## src/rtl/sar_seq_pkg.sv

```systemverilog
// sar_seq_pkg: shared FSM type and default sizing for the SAR conversion sequencer
package sar_seq_pkg;
    localparam int DATA_W = 10;
    localparam int ACC_W = DATA_W + 3;
    localparam int FIFO_DEPTH = 4;
    localparam int TIMEOUT = 63;
    typedef enum logic [1:0] {IDLE, REQ, CONV, GAP} state_t;
endpackage

```

## src/rtl/sar_result_fifo.sv

```systemverilog
// sar_result_fifo: shift-register result FIFO with registered head, push+pop on full, drop report
module sar_result_fifo #(
    parameter int DATA_W = 10,
    parameter int DEPTH = 4
) (
    input  logic              clk,
    input  logic              rst,
    input  logic              push,
    input  logic [DATA_W-1:0] din,
    output logic [DATA_W-1:0] dout,
    output logic              valid,
    input  logic              ready,
    output logic              drop
);
    localparam int AW = $clog2(DEPTH);
    logic [DATA_W-1:0] q [DEPTH];
    logic [DATA_W-1:0] qn [DEPTH];
    logic [AW:0] cnt, cnt_n, wi;
    logic pop, wr, full;
    assign full = cnt == (AW+1)'(DEPTH);
    assign pop = valid && ready;
    assign wr = push && (!full || pop);
    assign drop = push && full && !pop;
    assign dout = q[0];
    always_comb begin
        qn = q;
        if (pop) begin
            for (int i = 0; i < DEPTH - 1; i++) qn[i] = q[i+1];
            qn[DEPTH-1] = '0;
        end
        wi = cnt - (AW+1)'(pop);
        if (wr) qn[wi[AW-1:0]] = din;
        cnt_n = cnt + (AW+1)'(wr) - (AW+1)'(pop);
    end
    always_ff @(posedge clk or posedge rst) begin
        if (rst) begin
            cnt <= '0;
            valid <= 1'b0;
            for (int i = 0; i < DEPTH; i++) q[i] <= '0;
        end else begin
            cnt <= cnt_n;
            valid <= cnt_n != '0;
            q <= qn;
        end
    end
endmodule

```

## src/rtl/sar_conv_sequencer.sv

```systemverilog
// sar_conv_sequencer: issues SAR conversions, averages 2^N codes, queues results, flags timeout/overflow
module sar_conv_sequencer #(
    parameter int DATA_W = sar_seq_pkg::DATA_W,
    parameter int PERIOD_W = 16,
    parameter int TIMEOUT = sar_seq_pkg::TIMEOUT,
    parameter int FIFO_DEPTH = sar_seq_pkg::FIFO_DEPTH
) (
    input  logic                clk,
    input  logic                rst,
    input  logic                en,
    input  logic                start,
    input  logic [PERIOD_W-1:0] period,
    input  logic [1:0]          avg_log2,
    output logic                cnvst,
    input  logic                eoc,
    input  logic [DATA_W-1:0]   sar_in,
    output logic [DATA_W-1:0]   dout,
    output logic                dout_valid,
    input  logic                dout_ready,
    output logic                busy,
    output logic                timeout_err,
    output logic                overflow,
    input  logic                err_clr
);
    import sar_seq_pkg::*;
    localparam int SUM_W = DATA_W + 3;
    localparam int TW = $clog2(TIMEOUT + 1);
    state_t state, state_n;
    logic [1:0] len;
    logic [3:0] cnt;
    logic [SUM_W-1:0] acc, acc_sum;
    logic [PERIOD_W-1:0] pcnt;
    logic [TW-1:0] tcnt;
    logic [DATA_W-1:0] res;
    logic cont, push, drop, last, tmo, due;
    assign acc_sum = acc + SUM_W'(sar_in);
    assign last = (cnt + 4'd1) == (4'd1 << len);
    assign tmo = tcnt == TW'(TIMEOUT);
    assign due = pcnt <= PERIOD_W'(1);
    always_comb begin
        state_n = state;
        case (state)
            IDLE: state_n = (start || en) ? REQ : IDLE;
            REQ: state_n = CONV;
            CONV: state_n = eoc ? ((!en && (cont || last)) ? IDLE : due ? REQ : GAP) : tmo ? IDLE : CONV;
            GAP: state_n = (cont && !en) ? IDLE : due ? REQ : GAP;
            default: state_n = IDLE;
        endcase
    end
    always_ff @(posedge clk or posedge rst) begin
        if (rst) begin
            state <= IDLE;
            cnvst <= 1'b0;
            busy <= 1'b0;
            len <= '0;
            cnt <= '0;
            acc <= '0;
            pcnt <= '0;
            tcnt <= '0;
            cont <= 1'b0;
            push <= 1'b0;
            res <= '0;
            timeout_err <= 1'b0;
            overflow <= 1'b0;
        end else begin
            state <= state_n;
            cnvst <= state_n == REQ;
            busy <= state_n != IDLE;
            push <= 1'b0;
            pcnt <= pcnt - PERIOD_W'(pcnt != '0);
            timeout_err <= (state == CONV && !eoc && tmo) || (timeout_err && !err_clr);
            overflow <= drop || (overflow && !err_clr);
            case (state)
                IDLE: if (start || en) begin
                    len <= avg_log2;
                    acc <= '0;
                    cnt <= '0;
                    cont <= en;
                end
                REQ: begin
                    pcnt <= (period == '0) ? '0 : period - PERIOD_W'(1);
                    tcnt <= TW'(1);
                end
                CONV: if (eoc) begin
                    acc <= acc_sum;
                    cnt <= cnt + 4'd1;
                    if (last) begin
                        push <= 1'b1;
                        res <= DATA_W'(acc_sum >> len);
                        acc <= '0;
                        cnt <= '0;
                        len <= avg_log2;
                        cont <= en;
                    end
                end else tcnt <= tcnt + TW'(1);
                default: ;
            endcase
        end
    end
    sar_result_fifo #(.DATA_W(DATA_W), .DEPTH(FIFO_DEPTH)) u_fifo (
        .clk(clk),
        .rst(rst),
        .push(push),
        .din(res),
        .dout(dout),
        .valid(dout_valid),
        .ready(dout_ready),
        .drop(drop)
    );
endmodule

```

## config.mk

```make
export PLATFORM = sky130hd
export DESIGN_NAME = sar_conv_sequencer
export DESIGN_NICKNAME = d
export VERILOG_FILES = /design/src/rtl/sar_seq_pkg.sv /design/src/rtl/sar_result_fifo.sv /design/src/rtl/sar_conv_sequencer.sv
export SDC_FILE = /design/constraint.sdc
export NUM_CORES = 1
export LEC_CHECK = 0
export CAP_MARGIN = 0
export CORE_ASPECT_RATIO = 1.2
export CORE_MARGIN = 5
export CORE_UTILIZATION = 59
export CTS_CLUSTER_DIAMETER = 120
export DETAILED_ROUTE_END_ITERATION = 6
export GPL_ROUTABILITY_DRIVEN = 1
export PLACE_DENSITY = 0.83
export SYNTH_ARGS = -nofsm -noshare
export SYNTH_HDL_FRONTEND = slang
export SYNTH_HIERARCHICAL = 1
export SYNTH_SLANG_ARGS = --single-unit
```

## constraint.sdc

```tcl
create_clock -name clk -period 8.36 [get_ports clk]
set_clock_uncertainty 0.05 [all_clocks]
set_input_delay 1.254 -clock clk [delete_from_list [all_inputs] [get_ports clk]]
set_output_delay 1.254 -clock clk [all_outputs]
set_load 0.02 [all_outputs]
```

# After elaboration in Yosys (flattened, before gate mapping)
# Cells that the tools add are included.
dict set report word_totals {
  latchBits 0
  mem_bits_rw 0
  mem_bits_ro 0
  reg_bits 103
  out_inout_bits 15
  word_cells 111
  mem_count 0
}
dict set report classes {
  reduce_logical 32
  n_eq_ne 11
  n_div 0
  bitwise 1
  order_cmp 3
  muxes 35
  multipliers 0
  n_addsub 8
  shift 2
}
# operator n
set ops {}
lappend ops {{$mux W40} 2}
lappend ops {{$bwmux W40} 1}
lappend ops {{$mux W13} 3}
lappend ops {{$mux W16} 2}
lappend ops {{$pmux W13 S2} 1}
lappend ops {{$demux W10 S2} 1}
lappend ops {{$le A16 B1 Y1 const B} 1}
lappend ops {{$logic_not A16 Y1} 1}
lappend ops {{$mux W2} 8}
lappend ops {{$reduce_bool A16 Y1} 1}
lappend ops {{$sub A16 B1 Y16} 1}
lappend ops {{$sub A16 B1 Y16 const B} 1}
lappend ops {{$add A13 B10 Y13} 1}
lappend ops {{$shr A13 B2 Y10} 1}
lappend ops {{$mux W4} 3}
lappend ops {{$pmux W6 S2} 1}
lappend ops {{$logic_and A1 B1 Y1} 11}
lappend ops {{$mux W10} 1}
lappend ops {{$ne A2 B2 Y1 const B} 4}
lappend ops {{$pmux W2 S4} 1}
lappend ops {{$pmux W4 S2} 1}
lappend ops {{$mux W1} 7}
lappend ops {{$add A6 B1 Y6 const B} 1}
lappend ops {{$eq A6 B6 Y1 const B} 1}
lappend ops {{other kinds (23)} 36}

# Depth between registers and ports, before layout
# Gate-level depths: netlist of run 1.
dict set report depth {
  word_depth 9
  mapped_depth 11
  ltp_nobuf 10
}

# By module
# The synthesis of run 1 kept the hierarchy.
# mod area_per_inst_um2 seq_area_each_um2 n_inst cells_each
set by_module_without_submodules {}
lappend by_module_without_submodules {sar_conv_sequencer 3913.8 1476.4 1 414}
lappend by_module_without_submodules {sar_result_fifo 2267.2 1101.1 1 177}

# Worst setup path before layout of run 1
# OpenSTA, ideal clock, no wires.
dict set report synth_path {
  kind {input port to flip-flop}
  from {input sar_in[0]}
  to {register res[5]}
  slack_ps 4786
  arrival_time_ps 3400
  path_stages 8
  path_buffers 0
  path_cell_list {ha_1 > fa_1 > a211oi_1 > o21ai_0 > a211oi_1 > nor2_1 > mux4_2 > mux2_2}
}
dict set report synth_between {
  elab_chain_cells 2
}
# item line_no
set synth_lines {}
lappend synth_lines {{start: declaration} sar_conv_sequencer.sv:16} ;# input logic [DATA_W-1:0] sar_in,
lappend synth_lines {{$add A13 B10 Y13} sar_conv_sequencer.sv:36} ;# assign acc_sum = acc + SUM_W'(sar_in);
lappend synth_lines {{$shr A13 B2 Y10} sar_conv_sequencer.sv:89} ;# res <= DATA_W'(acc_sum >> len);
lappend synth_lines {{end signal: assignment} sar_conv_sequencer.sv:89}
lappend synth_lines {{end: declaration} sar_conv_sequencer.sv:34} ;# logic [DATA_W-1:0] res;
# Every way passes these cells.
# A chain may end at the register's enable or synchronous reset.

# Worst setup path after layout of run 1
dict set report layout_path {
  from {input dout_ready}
  to {register u_fifo.valid}
}
dict set report layout_between {
  elab_chain_cells 6
}
# item line_no
set layout_lines {}
lappend layout_lines {{start: declaration} sar_conv_sequencer.sv:19} ;# input logic dout_ready,
lappend layout_lines {{$logic_and A1 B1 Y1 *} sar_result_fifo.sv:21} ;# assign pop = valid && ready;
lappend layout_lines {{$logic_or A1 B1 Y1} sar_result_fifo.sv:22} ;# assign wr = push && (!full || pop);
lappend layout_lines {{$logic_and A1 B1 Y1} sar_result_fifo.sv:22}
lappend layout_lines {{$add A3 B1 Y3} sar_result_fifo.sv:33} ;# cnt_n = cnt + (AW+1)'(wr) - (AW+1)'(pop);
lappend layout_lines {{$sub A3 B1 Y3 *} sar_result_fifo.sv:33}
lappend layout_lines {{via u_fifo.cnt_n[2]} sar_result_fifo.sv:18} ;# logic [AW:0] cnt, cnt_n, wi;
lappend layout_lines {{$reduce_bool A3 Y1 *} sar_result_fifo.sv:42} ;# valid <= cnt_n != '0;
lappend layout_lines {{end signal: assignment} sar_result_fifo.sv:38} ;# valid <= 1'b0;
lappend layout_lines {{end signal: assignment} sar_result_fifo.sv:42}
lappend layout_lines {{end: declaration} sar_result_fifo.sv:11} ;# output logic valid,
# Mark *: on every way through the listed nets, which the timed path passes. The rest lies on a longest branch.

==> impl_summary.txt, run 1 <==
----------------------------------------------------
[Timing]
  Final number of hold-violating endpoints ... 0
  Top achievable clock speed ... between 0.2 and 0.25 GHz
  RSZ-0062 raised after global routing ... no
  Endpoints failing setup ... 0
  Max-slew headroom ... about 21%
  Final period util ... 50.6%
  Min Hold Slack ... 0.442 ns
  Final period demand of the worst path ... 4.23 ns
  Actual transition at the worst max-transition pin ... ~1.2 ns
  Post-layout worst setup margin ... between 4 and 5 ns
  Max-slew violations ... 0
  Total negative slack for setup checks ... 0 ns

[Pwr]
  Share of total power consumed by net switching ... 39.8%
  Switching power ... 0.000838 W
  Register share of total power ... 36.4%
  Comb power frac ... 43.6%
  Internal Pwr Total ... 0.00127 W
  Power density of the placed cells ... 301 nW/µm²
  Static Leakage ... 3.30 nW
  Max rail drop VDD ... 0.154 mV
  Clock network power share ... 19.9%

[Synth]
  Post-synth top area cell ... sky130_fd_sc_hd__dfrtp_1
  Syn nets ... 646
  Yosys reg bits ... 103
  Number of distinct library cells after synthesis ... ~70
  Summed instance area of the synthesized netlist ... between 6000 and 7000 µm²
  Fraction of the yosys area taken by sequential cells ... 41.7%
  Area share of the leading cell type in the synthesized netlist ... 41.7%
  Syn Area/Cell ... between 10 and 15 µm²
  EDFF count, synth ... 0
  Async set-reset flop share out of synthesis ... 100%
  Cell types occupying the most area after synthesis ... sky130_fd_sc_hd__dfrtp_1, sky130_fd_sc_hd__mux2i_1, sky130_fd_sc_hd__xnor2_1
  Synthesized netlist cell count ... ~590
  Total number of yosys warnings ... 6
  Leading register cell type out of synthesis ... sky130_fd_sc_hd__dfrtp_1

[Finish]
  Share of the core filled with cells in the final layout ... approximately two thirds
  Number of fill cells ... 793
  Final-stage net count ... between 600 and 700
  Layout Area Growth over Synthesis ... 13.0%
  Diode insertion count for antenna repair ... 0
  Area of the multi-input gates ... approximately 3300 µm²
  Proportion of layout cells with a drive suffix above 1 ... between 8 and 9%
  Layout Cell Area excl Fill ... 6980 µm²
  Leading cell type in the layout, fill and taps excluded ... sky130_fd_sc_hd__dfrtp_1
  Leading cell types in the layout, fill and taps excluded ... sky130_fd_sc_hd__dfrtp_1, sky130_fd_sc_hd__mux2i_1, sky130_fd_sc_hd__clkdlybuf4s50_1
  Reg area ... 2580 µm²

[Clocking]
  Source-to-sink clock delay at the later pin of the worst-skew pair ... 0.35 ns
  TritonCTS sink count ... about 100
  Clock transition at path regs ... 0.07 ns
  Number of gates given a new drive strength after cts ... 0
  Number of buffers created by CTS ... 9
  TritonCTS clock tree ... yes
  Clock root buffer master ... sky130_fd_sc_hd__clkbuf_16
  Count of buffers added by post-CTS timing repair for setup ... 0
  CTS Hold Bufs ... 0
  Max H-tree Level ... 3
  Buffer levels on the longest clock path ... 2

[Floorplan]
  Starting utilization of the core area ... 59.6%
  Horizontal die dimension ... roughly 100 µm
  Core area ... ~10000 µm²
  Chip height ... 122 µm
  Number of core rows ... 41
  Die ar. ... 12600 µm²
  Number of top-level pins ... 50

[Placed design]
  Area after DPL ... 6690 µm²
  Detailed-placement wirelength estimate ... between 9000 and 10000 µm
  Port bufs ... 49
  Routability congestion estimate from global placement ... 0.956
  Pre-CTS setup slack ... 3.75 ns

[Critical path]
  Worst setup EP type ... flop
  Critical Path Start Type ... input port
  CP Data Required Time ... 8.53 ns
  Reg2reg setup slack ... between 4 and 5 ns
  Arrival time worst endpoint ... around 4.4 ns
  Number of cell instances on the worst register-to-register path ... 10
  Class of the most critical setup path ... input port to flop
  Critical-path maximum fanout ... 29
  FF-to-FF Start ... pcnt[11]$_DFF_PP0_
  Worst r2r dst ... pcnt[14]$_DFF_PP0_

[Global routing]
  Wire length of the first global-routing pass ... 21400 µm
  Number of antenna violations at the first check in global routing ... 0
  Maximum number of pins on one net before global-route repair ... 45
  GR Overflow Total ... 0
  Via count of the first global-routing pass ... approximately 4700
  Total GRT Usage ... 21.2%

[Worst hold path]
  Worst hold path startpoint ... res[0]$_DFFE_PP0P_
  Hold Crit Endpoint ... res[0]$_DFFE_PP0P_
  Hold depth ... 1
  Path type of the worst min-delay path ... flop to flop

[Route]
  DR iter-0 viols ... approximately 260
  Detailed-route via count ... 4649
  DR DRC count ... 0
  Routed length per instance ... around 17 µm
  Antenna violation net count after detailed routing ... 0
  Total routed wirelength ... 12800 µm
  Vias/cell ... 6.13
  First drt pass iteration count ... 6

[Job]
  Max-Cap Viols ... 0

[Outcome]
  Status ... finished clean

----------------------------------------------------
==> through the flow <==
step	instances	power, W
finish	759	0.00211
global route	759	0.00225
CTS	759	0.00211
detailed placement	743	0.00168
global placement	743	0.00163
floorplan	591	0.00146
==> state kept, by name, indices dropped and copies added (netlist names), 2 cells and up <==
register / cells
len: 2
pcnt: 16
u_fifo/dout: 10
state: 2
tcnt: 6
res: 10
u_fifo/q: 30
cnt: 4
u_fifo/cnt: 3
acc: 13
==> power groups by stage <==
stage	Sequential, W	Combinational [W]	Clock (W)
after global routing	0.000785	0.00101	0.000451
after global placement	0.000762	0.000866	0
after CTS	0.000765	0.000916	0.000428
final	0.000767	0.000919	0.000419
after floorplan	0.000733	0.000726	0
after detailed placement	0.000773	0.000907	0
==> final cells by class <==
class | count | share of cell area, %
Multi-Input combinational cell | 419 | 46.7
Timing Repair Buffer | 57 | 7.88
Clock buffer | 10 | 3.42
Tap cell | 129 | 2.31
Inverter | 35 | 1.88
Sequential cell | 103 | 36.9
Clock inverter | 6 | 0.860
==> worst max-delay path: stages <==
cell	delay (ns)
sky130_fd_sc_hd__clkdlybuf4s50_1	0.47
sky130_fd_sc_hd__nand2_2	0.42
sky130_fd_sc_hd__inv_2	0.61
sky130_fd_sc_hd__o31ai_1	0.15
sky130_fd_sc_hd__ha_1	0.30
sky130_fd_sc_hd__inv_1	0.04
sky130_fd_sc_hd__ha_1	0.18
sky130_fd_sc_hd__fa_1	0.37
sky130_fd_sc_hd__xnor2_1	0.14
sky130_fd_sc_hd__xnor2_1	0.14
sky130_fd_sc_hd__or3_1	0.31
==> worst max path at each step <==
| stage | start | end | slack (ns) | cells past startpoint |
|---|---|---|---|---|
| 2_1_floorplan | sar_in[0] | res[5]$_DFFE_PP0P_ | 4.79 | 8 |
| 3_3_place_gp | dout_ready | u_fifo/valid$_DFF_PP0_ | 3.85 | 11 |
| 3_5_place_dp | dout_ready | u_fifo/valid$_DFF_PP0_ | 3.75 | 11 |
| 4_1_cts | dout_ready | u_fifo/valid$_DFF_PP0_ | 4.11 | 11 |
| 5_1_grt | dout_ready | u_fifo/valid$_DFF_PP0_ | 3.94 | 11 |
| 6_report | dout_ready | u_fifo/valid$_DFF_PP0_ | 4.13 | 11 |
==> cell families after synthesis <==
kind of cell | synth area share (%)
AO/OA/AOI/OAI | 14.7
XOR/XNOR | 6.07
adder cells (fa/ha/maj) | 4.29
buffers and inverters | 5.49
flip-flops | 41.7
multiplexers | 15.8
AND/OR/NAND/NOR | 12.0
==> per-layer routing <==
metal | track usage [%] | up-vias | part of all wire (%)
li1 | - | 2223 | -
met1 | 27.2 | 2281 | 42
met2 | 36.1 | 122 | 52
met3 | 3.32 | 23 | 4.0
met4 | 7.29 | 0 | 1.9
met5 | 0 | - | 0
==> cell usage after synthesis (3+ instances only) <==
library cell                  n
sky130_fd_sc_hd__a211o_1      3
sky130_fd_sc_hd__a211oi_1     9
sky130_fd_sc_hd__a21o_1       8
sky130_fd_sc_hd__a21oi_1     20
sky130_fd_sc_hd__a22o_1      10
sky130_fd_sc_hd__and2_1       3
sky130_fd_sc_hd__buf_4       11
sky130_fd_sc_hd__buf_6        5
sky130_fd_sc_hd__clkbuf_1    16
sky130_fd_sc_hd__dfrtp_1    103
sky130_fd_sc_hd__ha_1        18
sky130_fd_sc_hd__inv_1       33
sky130_fd_sc_hd__mux2_2      10
sky130_fd_sc_hd__mux2i_1     75
sky130_fd_sc_hd__mux4_2       5
sky130_fd_sc_hd__nand2_1     35
sky130_fd_sc_hd__nand2b_1     7
sky130_fd_sc_hd__nand3_1     10
sky130_fd_sc_hd__nand4_1      4
sky130_fd_sc_hd__nand4b_1     3
sky130_fd_sc_hd__nor2_1      29
sky130_fd_sc_hd__nor2b_1      6
sky130_fd_sc_hd__nor3_1      13
sky130_fd_sc_hd__nor4_1       7
sky130_fd_sc_hd__nor4b_1      3
sky130_fd_sc_hd__o2111ai_1    3
sky130_fd_sc_hd__o21a_1       3
sky130_fd_sc_hd__o21ai_0     19
sky130_fd_sc_hd__o22ai_1     18
sky130_fd_sc_hd__o311ai_2     4
sky130_fd_sc_hd__o31ai_1      5
sky130_fd_sc_hd__or2_2        3
sky130_fd_sc_hd__or3_1        4
sky130_fd_sc_hd__xnor2_1     30
sky130_fd_sc_hd__xor2_1      11
Note: power is estimated with default switching activity, not from simulation.
==> run 2, diff against run 1 <==
CORE_UTILIZATION = 53   (was 59)
PLACE_DENSITY = 0.79   (was 0.83)
clock period = 3.73 ns   (was 8.36 ns; I/O delays follow)
==> run 2 against run 1 <==
Utilization decreased by 6.3 points; global-route usage decreased by 1.0 points; power increased by 120%; setup slack got worse by 3.7 ns; via count decreased by 0.37%; wire length increased by 3.5%; sequential share of layout area decreased by 0.28 points; final area increased by 0.77%; combinational power increased by 120%; register-to-register slack got worse by 4.6 ns; non-clock buffer count increased by 5; clock power increased by 110%; largest cell class unchanged.
==> impl_summary.txt, run 2 (synthesis gave the netlist of run 1 again) <==
----------------------------------------------------
[Outcome]
  Status ... finished clean

[Critical path]
  Stage delay of the slowest cell on the critical path ... 0.62 ns
  Worst setup EP type ... flop
  Total number of cells along the worst setup path ... 10
  FF-to-FF Start ... pcnt[10]$_DFF_PP0_
  Launching instance or port of the critical path ... pcnt[10]$_DFF_PP0_
  Number of cell instances on the worst register-to-register path ... 10
  Critical Path Start Type ... flop
  Worst setup path end ... pcnt[12]$_DFF_PP0_
  Worst r2r dst ... pcnt[12]$_DFF_PP0_
  Crit path buf inv count ... 0
  Slowest cell on the critical path ... sky130_fd_sc_hd__or4_2
  Reg2reg setup slack ... 0.38 ns
  Family with the most delay on the worst path ... simple AND/OR/NAND/NOR gates
  Class of the most critical setup path ... flop to flop
  CP Data Required Time ... 3.86 ns
  Critical-path maximum fanout ... 4
  Arrival time worst endpoint ... 3.47 ns
  Critical-path cell list ... or4_4 > or4_4 > or4_2 > ha_1 > ha_1 > nand3_1 > or3_1 > nor2_1 > xnor2_1 > o22ai_1

[Timing]
  Final period util ... 89.7%
  Min Hold Slack ... between 0.4 and 0.5 ns
  Total negative slack for setup checks ... 0 ns
  Max-slew headroom ... 52.3%
  Final period demand of the worst path ... between 3 and 4 ns
  Final number of hold-violating endpoints ... 0
  Top achievable clock speed ... 0.299 GHz
  Max-slew violations ... 0
  RSZ-0062 raised after global routing ... no
  Endpoints failing setup ... 0
  Actual transition at the worst max-transition pin ... 0.716 ns

[Finish]
  Leading cell type in the layout, fill and taps excluded ... sky130_fd_sc_hd__dfrtp_1
  Number of fill cells ... 982
  Leading cell types in the layout, fill and taps excluded ... sky130_fd_sc_hd__dfrtp_1, sky130_fd_sc_hd__mux2i_1, sky130_fd_sc_hd__clkdlybuf4s50_1
  Flip-flop count of the largest register, all copies and words added ... 30
  Proportion of layout cells with a drive suffix above 1 ... 8.99%
  Largest registers in the final layout ... u_fifo/q (30), pcnt (16), acc (13)
  Diode insertion count for antenna repair ... 0
  Largest register by flop count ... u_fifo/q
  Final-stage net count ... 685
  Layout Area Growth over Synthesis ... 13.9%
  Layout Cell Area excl Fill ... 7040 µm²

[Route]
  Vias/cell ... 5.86
  First drt pass iteration count ... 4
  Routed length per instance ... 16.7 µm
  Detailed-route via count ... between 4000 and 5000
  DR DRC count ... 0
  Total routed wirelength ... 13200 µm
  Antenna violation net count after detailed routing ... 0
  DR iter-0 viols ... 305

[Floorplan]
  Number of core rows ... 43
  Core area ... 11500 µm²
  Chip height ... 128 µm
  Die ar. ... 13900 µm²
  Horizontal die dimension ... 109 µm
  Number of top-level pins ... 50
  Starting utilization of the core area ... 53.7%

[Clocking]
  Buffer levels on the longest clock path ... 2
  Clock root buffer master ... sky130_fd_sc_hd__clkbuf_16
  Max H-tree Level ... 3
  CTS Hold Bufs ... 0
  Number of buffers created by CTS ... 9
  Source-to-sink clock delay at the later pin of the worst-skew pair ... 0.33 ns
  Number of gates given a new drive strength after cts ... 0
  Count of buffers added by post-CTS timing repair for setup ... 0
  TritonCTS clock tree ... yes
  Clock transition at path regs ... 0.06 ns
  TritonCTS sink count ... roughly 100

[Pwr]
  Power density of the placed cells ... around 670 nW/µm²
  Total power consumption of the routed design ... 0.00468 W
  Static Leakage ... 3.31 nW
  Max rail drop VDD ... 0.302 mV

[Global routing]
  Via count of the first global-routing pass ... 4880
  GR Overflow Total ... 0
  Total GRT Usage ... a little over 20%
  Number of antenna violations at the first check in global routing ... 0
  Wire length of the first global-routing pass ... approximately 23000 µm
  Maximum number of pins on one net before global-route repair ... 45

[Placed design]
  Detailed-placement wirelength estimate ... 9810 µm
  Port bufs ... 49
  Routability congestion estimate from global placement ... 0.930
  Area after DPL ... 6760 µm²

[Job]
  Max-Cap Viols ... 0

[Worst hold path]
  Path type of the worst min-delay path ... flop to flop

----------------------------------------------------
run 2: cell count changes in the layout (fill, tap and decap cells not counted), sizes merged:
cell | before | now
buf | 8 | 13
inv | 39 | 34
bufinv | 0 | 1
clkbuf | 10 | 11
clkinv | 2 | 3
clkinvlp | 0 | 1
run 2: worst min path at each step:
stage	from	to	depth (start not counted)
2_1_floorplan	res[8]$_DFFE_PP0P_	res[8]$_DFFE_PP0P_	2
3_3_place_gp	overflow$_DFF_PP0_	overflow$_DFF_PP0_	1
3_5_place_dp	overflow$_DFF_PP0_	overflow$_DFF_PP0_	1
4_1_cts	overflow$_DFF_PP0_	overflow$_DFF_PP0_	1
5_1_grt	overflow$_DFF_PP0_	overflow$_DFF_PP0_	1
6_report	overflow$_DFF_PP0_	overflow$_DFF_PP0_	1
run 2: per-stage QoR:
step,utilization (%),setup WS [ns],std cells
after floorplan,-,0.609,591
after global placement,58.7,0.270,776
after detailed placement,58.7,0.187,776
after CTS,61.1,0.365,791
after global routing,61.1,0.235,791
final,61.1,0.384,791
run 2: report_power, final:
group / internal [W] / leakage [nW] / switching, W
clock network: 0.000515 / 0.135 / 0.000383
logic: 0.000933 / 1.82 / 0.00113
registers: 0.00143 / 1.35 / 0.000300
run 2: layout make-up:
type	instances	area [µm²]	area share, %
clock buffer	11	233	3.31
clock inverter	4	47.5	0.676
inverter	35	131	1.87
multi-input combinational	419	3260	46.4
sequential	103	2580	36.6
tap	157	196	2.79
timing repair buffer	62	588	8.36
run 2: per-layer routing:
metal  wire length (µm)  vias up  GRT usage, %
met4                187        0          6.91
li1                   -     2229             -
met3                391       17          2.97
met5                  0        -             0
met1               5500     2301          24.3
met2               7140       85          36.7
run 2: worst register-to-register path, cell delays in order (launching register included):
cell and delay, ns:
sky130_fd_sc_hd__dfrtp_1 0.41, sky130_fd_sc_hd__or4_4 0.55, sky130_fd_sc_hd__or4_4 0.44, sky130_fd_sc_hd__or4_2 0.62, sky130_fd_sc_hd__ha_1 0.25, sky130_fd_sc_hd__ha_1 0.23, sky130_fd_sc_hd__nand3_1 0.11, sky130_fd_sc_hd__or3_1 0.21
sky130_fd_sc_hd__nor2_1 0.07, sky130_fd_sc_hd__xnor2_1 0.15, sky130_fd_sc_hd__o22ai_1 0.10
